[src/rtl/multi_timed_counter_if.sv]
// Bus bundle for multi_timed_counter: event inputs, window control and the per-window readout.
// The master side drives events and window control, and the slave side is the counter itself.
interface multi_timed_counter_if #(
  parameter int NCHAN          = 4,
  parameter int COUNT_WIDTH    = 24,
  parameter int INTERVAL_WIDTH = 24
);
  logic [NCHAN-1:0]             count_in;
  logic [INTERVAL_WIDTH-1:0]    interval_in;
  logic                         interval_load;
  logic                         continuous;
  logic [NCHAN*COUNT_WIDTH-1:0] count_out;
  logic                         count_out_valid;
  logic [NCHAN-1:0]             overflow_out;
  logic [15:0]                  window_index;

  modport master (
    output count_in, interval_in, interval_load, continuous,
    input  count_out, count_out_valid, overflow_out, window_index
  );

  modport slave (
    input  count_in, interval_in, interval_load, continuous,
    output count_out, count_out_valid, overflow_out, window_index
  );
endinterface

[src/rtl/multi_timed_counter.sv]
// Multi-channel windowed event counter with saturating per-channel accumulators.
// All channel totals, the overflow flags and the window index publish together on a one-cycle strobe.
module multi_timed_counter #(
  parameter int NCHAN          = 4,
  parameter int COUNT_WIDTH    = 24,
  parameter int INTERVAL_WIDTH = 24
) (
  input logic                  clk,
  input logic                  rst_n,
  multi_timed_counter_if.slave bus
);

  typedef enum logic {IDLE, RUN} state_e;

  localparam logic [COUNT_WIDTH-1:0]    MaxCount = '1;
  localparam logic [INTERVAL_WIDTH-1:0] OneTick  = INTERVAL_WIDTH'(1);

  state_e                               state_q;
  logic [INTERVAL_WIDTH-1:0]            interval_q;
  logic [INTERVAL_WIDTH-1:0]            timer_q;
  logic                                 cont_q;
  logic [NCHAN-1:0][COUNT_WIDTH-1:0]    accum_q;
  logic [NCHAN-1:0][COUNT_WIDTH-1:0]    accum_d;
  logic [NCHAN-1:0]                     sat_q;
  logic [NCHAN-1:0]                     sat_d;
  logic [NCHAN-1:0][COUNT_WIDTH-1:0]    countOut_q;
  logic [NCHAN-1:0]                     ovfOut_q;
  logic                                 valid_q;
  logic [15:0]                          index_q;

  // This cycle's events folded into each accumulator. A full accumulator holds its value and raises its sticky flag.
  always_comb begin
    accum_d = accum_q;
    sat_d   = sat_q;
    for (int k = 0; k < NCHAN; k++) begin
      if (bus.count_in[k]) begin
        if (accum_q[k] == MaxCount) begin
          sat_d[k] = 1'b1;
        end else begin
          accum_d[k] = accum_q[k] + COUNT_WIDTH'(1);
        end
      end
    end
  end

  // A load overrides everything, including a terminal cycle, so the interrupted window never strobes.
  always_ff @(posedge clk or negedge rst_n) begin
    if (!rst_n) begin
      state_q    <= IDLE;
      interval_q <= '0;
      timer_q    <= '0;
      cont_q     <= 1'b0;
      accum_q    <= '0;
      sat_q      <= '0;
      countOut_q <= '0;
      ovfOut_q   <= '0;
      valid_q    <= 1'b0;
      index_q    <= '0;
    end else begin
      valid_q <= 1'b0;
      if (bus.interval_load) begin
        interval_q <= bus.interval_in;
        cont_q     <= bus.continuous;
        timer_q    <= bus.interval_in - OneTick;
        accum_q    <= '0;
        sat_q      <= '0;
        index_q    <= '0;
        state_q    <= (bus.interval_in != '0) ? RUN : IDLE;
      end else if (state_q == RUN) begin
        if (timer_q == '0) begin
          countOut_q <= accum_d;
          ovfOut_q   <= sat_d;
          valid_q    <= 1'b1;
          index_q    <= index_q + 16'd1;
          accum_q    <= '0;
          sat_q      <= '0;
          timer_q    <= interval_q - OneTick;
          if (!cont_q) begin
            state_q <= IDLE;
          end
        end else begin
          accum_q <= accum_d;
          sat_q   <= sat_d;
          timer_q <= timer_q - OneTick;
        end
      end
    end
  end

  assign bus.count_out       = countOut_q;
  assign bus.overflow_out    = ovfOut_q;
  assign bus.count_out_valid = valid_q;
  assign bus.window_index    = index_q;

endmodule

[src/flat_wrapper.sv]
// flat-port wrapper written by rule: the top's interface ports become plain ports
module multi_timed_counter_flat 
#(
  parameter int NCHAN          = 4,
  parameter int COUNT_WIDTH    = 24,
  parameter int INTERVAL_WIDTH = 24
)
  (clk, rst_n, bus_count_in, bus_interval_in, bus_interval_load, bus_continuous, bus_count_out, bus_count_out_valid, bus_overflow_out, bus_window_index);
  multi_timed_counter_if #(.NCHAN(NCHAN), .COUNT_WIDTH(COUNT_WIDTH), .INTERVAL_WIDTH(INTERVAL_WIDTH)) bus_i ();
  input logic clk;
  input logic rst_n;
  input wire logic [$bits(bus_i.count_in)-1:0] bus_count_in;
  input wire logic [$bits(bus_i.interval_in)-1:0] bus_interval_in;
  input wire logic [$bits(bus_i.interval_load)-1:0] bus_interval_load;
  input wire logic [$bits(bus_i.continuous)-1:0] bus_continuous;
  output wire logic [$bits(bus_i.count_out)-1:0] bus_count_out;
  output wire logic [$bits(bus_i.count_out_valid)-1:0] bus_count_out_valid;
  output wire logic [$bits(bus_i.overflow_out)-1:0] bus_overflow_out;
  output wire logic [$bits(bus_i.window_index)-1:0] bus_window_index;
  assign bus_i.count_in = bus_count_in;
  assign bus_i.interval_in = bus_interval_in;
  assign bus_i.interval_load = bus_interval_load;
  assign bus_i.continuous = bus_continuous;
  assign bus_count_out = bus_i.count_out;
  assign bus_count_out_valid = bus_i.count_out_valid;
  assign bus_overflow_out = bus_i.overflow_out;
  assign bus_window_index = bus_i.window_index;
  multi_timed_counter #(.NCHAN(NCHAN), .COUNT_WIDTH(COUNT_WIDTH), .INTERVAL_WIDTH(INTERVAL_WIDTH)) u_core (.clk(clk), .rst_n(rst_n), .bus(bus_i));
endmodule
[config.mk]
export PLATFORM = sky130hd
export DESIGN_NAME = multi_timed_counter_flat
export DESIGN_NICKNAME = d
export VERILOG_FILES = /design/src/rtl/multi_timed_counter_if.sv /design/src/rtl/multi_timed_counter.sv /design/src/flat_wrapper.sv
export SDC_FILE = /design/constraint.sdc
export NUM_CORES = 1
export LEC_CHECK = 0
export CAP_MARGIN = 20
export CORE_MARGIN = 2
export CORE_UTILIZATION = 45
export DETAILED_ROUTE_END_ITERATION = 6
export DONT_BUFFER_PORTS = 1
export PLACE_DENSITY = 0.61
export REMOVE_ABC_BUFFERS = 1
export SYNTH_ARGS = -nofsm -noshare
export SYNTH_HDL_FRONTEND = slang
export SYNTH_SLANG_ARGS = --single-unit
[constraint.sdc]
create_clock -name clk -period 4.9 [get_ports clk]
set_input_delay 0.735 -clock clk [delete_from_list [all_inputs] [get_ports clk]]
set_output_delay 0.735 -clock clk [all_outputs]
set_load 0.02 [all_outputs]
; ---- Word level (Yosys, flattened, before mapping)
; Index checks and enable logic that the tools add are counted.
; Widths: inputs -> output; s select.
[word_totals]
inputBits = 32
reg_bits = 267
[op_classes]
n_addsub = 8
bitwise = 1
muxes = 36
reduce_logical = 6
n_eq_ne = 4
[op_table]
columns = cell, count
row1 = $mux 96, 3
row2 = $mux 24, 11
row3 = $add 24x1->24 const B, 4
row4 = $eq 24x24->1 const B, 4
row5 = $sub 24x1->24 const B, 3
row6 = $mux 16, 3
row7 = $logic_not 24->1, 1
row8 = $reduce_bool 24->1, 1
row9 = $add 16x1->16 const B, 1
row10 = $mux 1, 16
row11 = $mux 4, 3
row12 = $reduce_bool 2->1, 2
row13 = $reduce_and 3->1, 1
row14 = $reduce_and 2->1, 1
row15 = $not 1->1, 1

; ---- Longest topological paths before layout
; Gate-level depths: netlist of the first run.
[depth]
word_depth = 6
ltp_mapped = 12
ltp_nobuf = 10

; ---- Worst setup path before layout of the first run
; No wires, ideal clock.
[synth_path]
kind = input to register
startpoint = input port bus_interval_load
endpoint = register u_core.timer_q[6]
n_path_buf = 2
setup_ps = 137
setup_slack_ps = 1493
cell_stages = 11
required_ps = 4763
arrival_time_ps = 3270
path_cell_list = clkbuf_1 -> clkinv_1 -> o21ai_2 -> buf_2 -> mux2i_1 -> ha_1 -> a21bo_1 -> or3_1 -> or3_1 -> a31oi_1 -> a21oi_1
[synth_via]
elab_chain_cells = 1
word_cells_on_any_way = 2
[synth_lines]
columns = element, line_no
row1 = "start, declared", flat_wrapper.sv:14  ; input wire logic [$bits(bus_i.interval_load)-1:0] bus_interval_load;
row2 = $mux 24 or $reduce_bool 2->1 (tied branches), n/a
row3 = "end signal, assigned", multi_timed_counter.sv:64  ; timer_q <= bus.interval_in - OneTick;
row4 = "end signal, assigned", multi_timed_counter.sv:77  ; timer_q <= interval_q - OneTick;
row5 = "end signal, assigned", multi_timed_counter.sv:84  ; timer_q <= timer_q - OneTick;
row6 = "end, declared", multi_timed_counter.sv:20  ; logic [INTERVAL_WIDTH-1:0] timer_q;
; Parallel ways exist; a longest one is shown, timed or not.
; A chain may end at the register's enable or synchronous reset.

; ---- Worst setup path in the final report of the first run
[layout_path]
startpoint = register u_core.timer_q[22]
endpoint = register u_core.timer_q[6]
[layout_via]
elab_chain_cells = 4
[layout_lines]
columns = element, line_no
row1 = $logic_not 24->1, multi_timed_counter.sv:70  ; if (timer_q == '0) begin
row2 = $mux 24, multi_timed_counter.sv:70
row3 = $mux 24, multi_timed_counter.sv:69  ; end else if (state_q == RUN) begin
row4 = $mux 24, multi_timed_counter.sv:61  ; if (bus.interval_load) begin
; Every way passes these cells. The select of a mux whose other input is x is not followed.

==> impl_metrics.toml, run 1 <==
[outcome]
run_status = "finished with violations"
failed_checks = "hold timing"

[routing]
drtAntennaViolNets = 0
first_iter_violations = 688
routed_wire_length_um = 33100
route.vias.total = 10800
drc_errors = 0
drt_pre_antenna_iters = 5
drt-wirelength-per-cell_um = 17.5
detail_route.vias_per_cell = 5.72

[setup_path]
critical_path.max_fanout = 10
worstPathArrival_ps = 3800
reg2reg_slack_ps = 1510
startpoint = "u_core.timer_q[22]$_DFFE_PN0P_"
ff2ff_path_depth = 10
endpoint_kind = "register"
critical_path.endpoint = "u_core.timer_q[6]$_DFFE_PN0P_"
worstSetupPathType = "reg2reg"
worstPathRequired_ps = 5310
critical_path.startpoint_type = "register"
worst_r2r_startpoint = "u_core.timer_q[22]$_DFFE_PN0P_"
reg2reg_to = "u_core.timer_q[6]$_DFFE_PN0P_"

[global_routing]
antenna_violations_before_repair = 0
total_grt_overflow = 0
pin_count_of_the_biggest_net_entering_global_routing = 268
grt_first_pass_wirelength_um = 54400
number_of_global_route_vias_before_repair = 10600
grt_use_total_pct = 20.9

[clock_tree]
clk_pin_slew_ps = 60
ctsRootBufferMaster = "clkbuf_16"
cts_buffers = 31
cts_resized = 0
clk_path_buf_depth = 3
h_tree_depth = 1
cts.sink_count = 267
cts_tree = "yes"
worstSkewPairLatency_ps = 540

[final_layout]
fin_util_pct = 50.7
n_fill_cell = 2758
antennaDiodeCount = 0
syn_to_final_growth_pct = 10.3
final_nets = 1515
final_cell_area_sq_mm = 0.0151
drive_above_1_share_pct = 7.67

[timing]
tightest_slew_ps = 979
timing.final.crit_share_pct = 69.1
achievable_frequency_ghz = 0.295
fin_hold_ws_ps = -103
timing_max_transition_violations_final = 0
rsz0062_at_grt = "no"
finalCriticalPeriod_ps = 3390
setup_viol = 0
relSlewSlack_pct = 34.7
report.final.hold_viol_count = 267
timing.setup.tns_ps = 0
fin_skew_ps = 8.45

[synth]
ys_types = 66
synth_top_cells_by_area = "dfrtp_1, o21ai_0, nand2_1"
synth-seq-cells = 267
synth_area_leader_cell = "dfrtp_1"
ys_warn_count = 0
synth_top_cell_area_share_pct = 48.7
seq_area_frac_synth_pct = 48.7
syn_inst = 1519
synthesis.area_sq_mm = 0.0137
most_used_standard_cell_by_instance_count_after_synthesis = "nand2_1"
avgSynthCellArea_sq_um = 9.04
async_reset_ff_share_pct = 100
synth_edf_count = 0
synthTopCellsByCount = "nand2_1, dfrtp_1, o21ai_0"
synth_flop_cell = "dfrtp_1"

[floorplan]
area_of_the_core_sq_mm = 0.0299
die_height_um = 179
std_cell_rows = 63
boundaryPins = 149
fp.dieArea_sq_mm = 0.0319
fp.dieW_um = 179
initial_utilization_pct = 46.0

[pwr]
p_leak_uw = 0.00618
vdd.ir_drop.worst_v = 0.000259
power_per_cell_area_mw_per_mm2 = 338

[worst_hold_path]
worstHoldPathType = "in2async"

[placed_design]
placedInstanceArea_sq_mm = 0.0140
place.gp.congestion = 0.870
port_buffers = 0
detailed_place_hpwl_um = 21700

[job]
maxCapViolations = 0
timing repair:
item	CTS	global route
setup buffers	0	0
hold endpoints to repair	267	267
endpoints found under the setup margin	0	0
sequential cells by signal, summed over array words and instances (netlist names):
register,flops
u_core.bus.window_index,16
u_core.bus.overflow_out,4
u_core.bus.count_out_valid,1
u_core.cont_q,1
u_core.state_q,1
u_core.interval_q,24
u_core.bus.count_out,96
u_core.sat_q,4
u_core.timer_q,24
u_core.accum_q,96
cells by family after synthesis:
family | share of synthesized area (%)
buffers and inverters | 3.14
muxes | 2.53
adders and majority gates | 0.547
xor gates and xnor gates | 7.14
AOI/OAI and AO/OA | 17.0
and+or+nand+nor | 20.9
DFF | 48.7
report_power, final:
part	leakage, uW	internal, uW	total (uW)	switching (uW)
clock network	0.000561	1630	2530	901
registers	0.00361	2260	2320	64.5
logic	0.00201	104	256	151
total	0.00618	4000	5110	1120
worst min path at each step:
stage          startpoint                                   end  slack (ps)  cells after the start
4_1_cts             rst_n        u_core.accum_q[79]$_DFFE_PN0P_        -140                      0
3_3_place_gp        rst_n  u_core.bus.count_out[81]$_DFFE_PN0P_         450                      0
3_5_place_dp        rst_n        u_core.accum_q[79]$_DFFE_PN0P_         450                      0
6_report            rst_n  u_core.bus.count_out[81]$_DFFE_PN0P_        -100                      0
2_1_floorplan       rst_n         u_core.accum_q[0]$_DFFE_PN0P_         440                      0
5_1_grt             rst_n        u_core.accum_q[83]$_DFFE_PN0P_        -140                      0
stage by stage:
stage	setup WS (ps)	power, uW	instances
global placement	1590	2610	1834
CTS	1540	5180	1890
floorplan	-734	2540	1431
global route	1250	5310	1890
detailed placement	1540	2620	1834
finish	1510	5110	1890
layer usage:
layer	part of all wire, %	wire length (um)	global-route usage, %	up-vias
met4	2.2	715	5.59	0
met5	0	0	0	-
li1	-	-	-	5270
met1	46	15300	29.4	5196
met2	45	14900	33.3	291
met3	6.4	2110	3.90	56
final cells by class:
cell class / count / area (sq um) / share of cell area (%)
sequential: 267 / 6680 / 44.1
multi-input combinational: 1142 / 6650 / 43.9
clock buffer: 40 / 850 / 5.61
tap: 390 / 488 / 3.22
clock inverter: 16 / 280 / 1.85
timing repair buffer: 13 / 110 / 0.727
inverter: 22 / 82.6 / 0.545
critical path, cell delays in order (launching register included):
cell,delay (ps)
dfrtp_1,440
nor4_2,380
nand3_2,260
o21ai_2,240
mux2i_1,410
ha_1,350
a21bo_1,260
or3_1,390
or3_1,320
a31oi_1,170
a21oi_1,60
cells in the final DEF, fill, tap and decap left out, drive strengths merged, types with 21 or more instances in the layout:
master and instances:
inv 21, a21oi 45, nand4 28, nand3 49
dfrtp 267, nor2 101, a31oi 26, nor3 29
clkbuf 40, xor2 47, o21ai 241, xnor2 65
and3 35, o31ai 27, nand2 282
(Power assumes the default switching activity.)
==> run 2: changes to the inputs <==
==> constraint.sdc (replaced) <==
create_clock -name clk -period 3.3 [get_ports clk]
set_input_delay 0.495 -clock clk [delete_from_list [all_inputs] [get_ports clk]]
set_output_delay 0.495 -clock clk [all_outputs]
set_load 0.02 [all_outputs]
==> impl_metrics.toml, run 2 (same netlist as run 1, synthesis figures left out) <==
[clock_tree]
ctsRootBufferMaster = "clkbuf_16"
worstSkewPairLatency_ps = 550
cts_buffers = 30
cts_tree = "yes"
cts.sink_count = 267
cts_resized = 0
h_tree_depth = 1
clk_path_buf_depth = 3
clk_pin_slew_ps = 60

[setup_path]
critical_path.top_delay_family = "simple AND/OR/NAND/NOR gates"
reg2reg_slack_ps = 270
critical_path.max_fanout = 9
critical_path.startpoint_type = "register"
cpPeakStageDelay_ps = 440
endpoint_kind = "register"
worstSetupPathType = "reg2reg"
critical_path.most_common_cell = "or3_1"
worstPathArrival_ps = 3470
worstPathRequired_ps = 3730
critPathBufInv = 0
slowest_stage = "dfrtp_1"
worstPathCellList = "nor4_4 -> nand4_4 -> o21ai_2 -> mux2i_1 -> ha_1 -> a21bo_1 -> or3_1 -> or3_1 -> a31oi_1 -> a21oi_1"

[routing]
drt_pre_antenna_iters = 5
detail_route.vias_per_cell = 5.64
route.vias.total = 10700
drc_errors = 0
routed_wire_length_um = 33300
drt-wirelength-per-cell_um = 17.5
drtAntennaViolNets = 0
first_iter_violations = 869

[global_routing]
number_of_global_route_vias_before_repair = 10600
grt_first_pass_wirelength_um = 55600
grt_use_total_pct = 21.3
antenna_violations_before_repair = 0
total_grt_overflow = 0
pin_count_of_the_biggest_net_entering_global_routing = 268

[placed_design]
detailed_place_hpwl_um = 21800
worst_setup_slack_post_dpl_ps = 293
port_buffers = 0
place.gp.congestion = 0.884

[timing]
timing_max_transition_violations_final = 0
timing.setup.tns_ps = 0
relSlewSlack_pct = 42.6
fin_skew_ps = 7.57
setup_viol = 0
setup_ws_ps = 265
finalCriticalPeriod_ps = 3030
rsz0062_at_grt = "no"
tightest_slew_ps = 861
timing.final.crit_share_pct = 92.0
report.final.hold_viol_count = 267
achievable_frequency_ghz = 0.330
fin_hold_ws_ps = -346

[floorplan]
area_of_the_core_sq_mm = 0.0299
die_height_um = 179
fp.dieW_um = 179
initial_utilization_pct = 46.0
fp.dieArea_sq_mm = 0.0319
std_cell_rows = 63
boundaryPins = 149

[pwr]
power_per_cell_area_mw_per_mm2 = 476
vdd.ir_drop.worst_v = 0.000455
p_leak_uw = 0.00622

[final_layout]
antennaDiodeCount = 0
mostFrequentLayoutCell = "nand2_1"
fin_util_pct = 50.9
drive_above_1_share_pct = 8.45
n_fill_cell = 2804
final_nets = 1531
most-common-layout-cells = "nand2_1, dfrtp_1, o21ai_0"
syn_to_final_growth_pct = 10.7

[worst_hold_path]
worstHoldPathType = "in2async"

[outcome]
failed_checks = "hold timing"
run_status = "finished with violations"

[job]
maxCapViolations = 0
## run 2: metal layers
layer / global-route usage (%) / routed length [um] / vias to the layer above
li1: - / - / 5297
met1: 30.7 / 16100 / 5188
met2: 33.6 / 14900 / 218
met3: 4.05 / 1830 / 34
met4: 4.51 / 524 / 0
met5: 0 / 0 / -
## run 2: cell type report
| class | count | area (sq um) | share of cell area [%] |
|---|---|---|---|
| clock inverter | 13 | 140 | 0.922 |
| inverter | 22 | 82.6 | 0.543 |
| multi-input combinational | 1142 | 6650 | 43.7 |
| clock buffer | 41 | 863 | 5.68 |
| tap | 390 | 488 | 3.21 |
| sequential | 267 | 6680 | 44.0 |
| timing repair buffer | 30 | 293 | 1.93 |
## run 2: through the flow
stage,total power [uW],instance area (sq um),cells,hold WS [ps]
floorplan,3780,13400,1431,199
global placement,3900,14200,1849,208
detailed placement,3910,14200,1849,210
CTS,7330,15200,1904,-381
global route,7540,15200,1905,-377
finish,7240,15200,1905,-346
## run 2: final timing paths
check | start | to | depth (start not counted)
worst max-delay path | u_core.timer_q[17]$_DFFE_PN0P_ | u_core.timer_q[6]$_DFFE_PN0P_ | 10
worst min-delay path | rst_n | u_core.accum_q[81]$_DFFE_PN0P_ | 0
worst max register to register | u_core.timer_q[17]$_DFFE_PN0P_ | u_core.timer_q[6]$_DFFE_PN0P_ | 10
worst min register to register | u_core.sat_q[1]$_DFFE_PN0P_ | u_core.sat_q[1]$_DFFE_PN0P_ | 2
max in group asynchronous | rst_n | u_core.accum_q[77]$_DFFE_PN0P_ | 0
min in group clk | bus_interval_load | u_core.bus.window_index[9]$_DFFE_PN0P_ | 1
## run 2: power by group
part / internal [uW] / switching [uW]
combinational: 174 / 234
sequential: 3350 / 97.0
clock: 2050 / 1330
total: 5580 / 1660
## run 2: worst reg2reg max path: stages, from the launching register on
cell and delay [ps]:
dfrtp_1 440, nor4_4 410, nand4_4 220, o21ai_2 210, mux2i_1 260, ha_1 200, a21bo_1 230, or3_1 390
or3_1 330, a31oi_1 190, a21oi_1 50
## run 2: what timing repair did
item                                   4_1_cts  5_1_grt
buffers inserted                             0        0
endpoints found under the hold margin      280      268
hold buffers                                 1        1
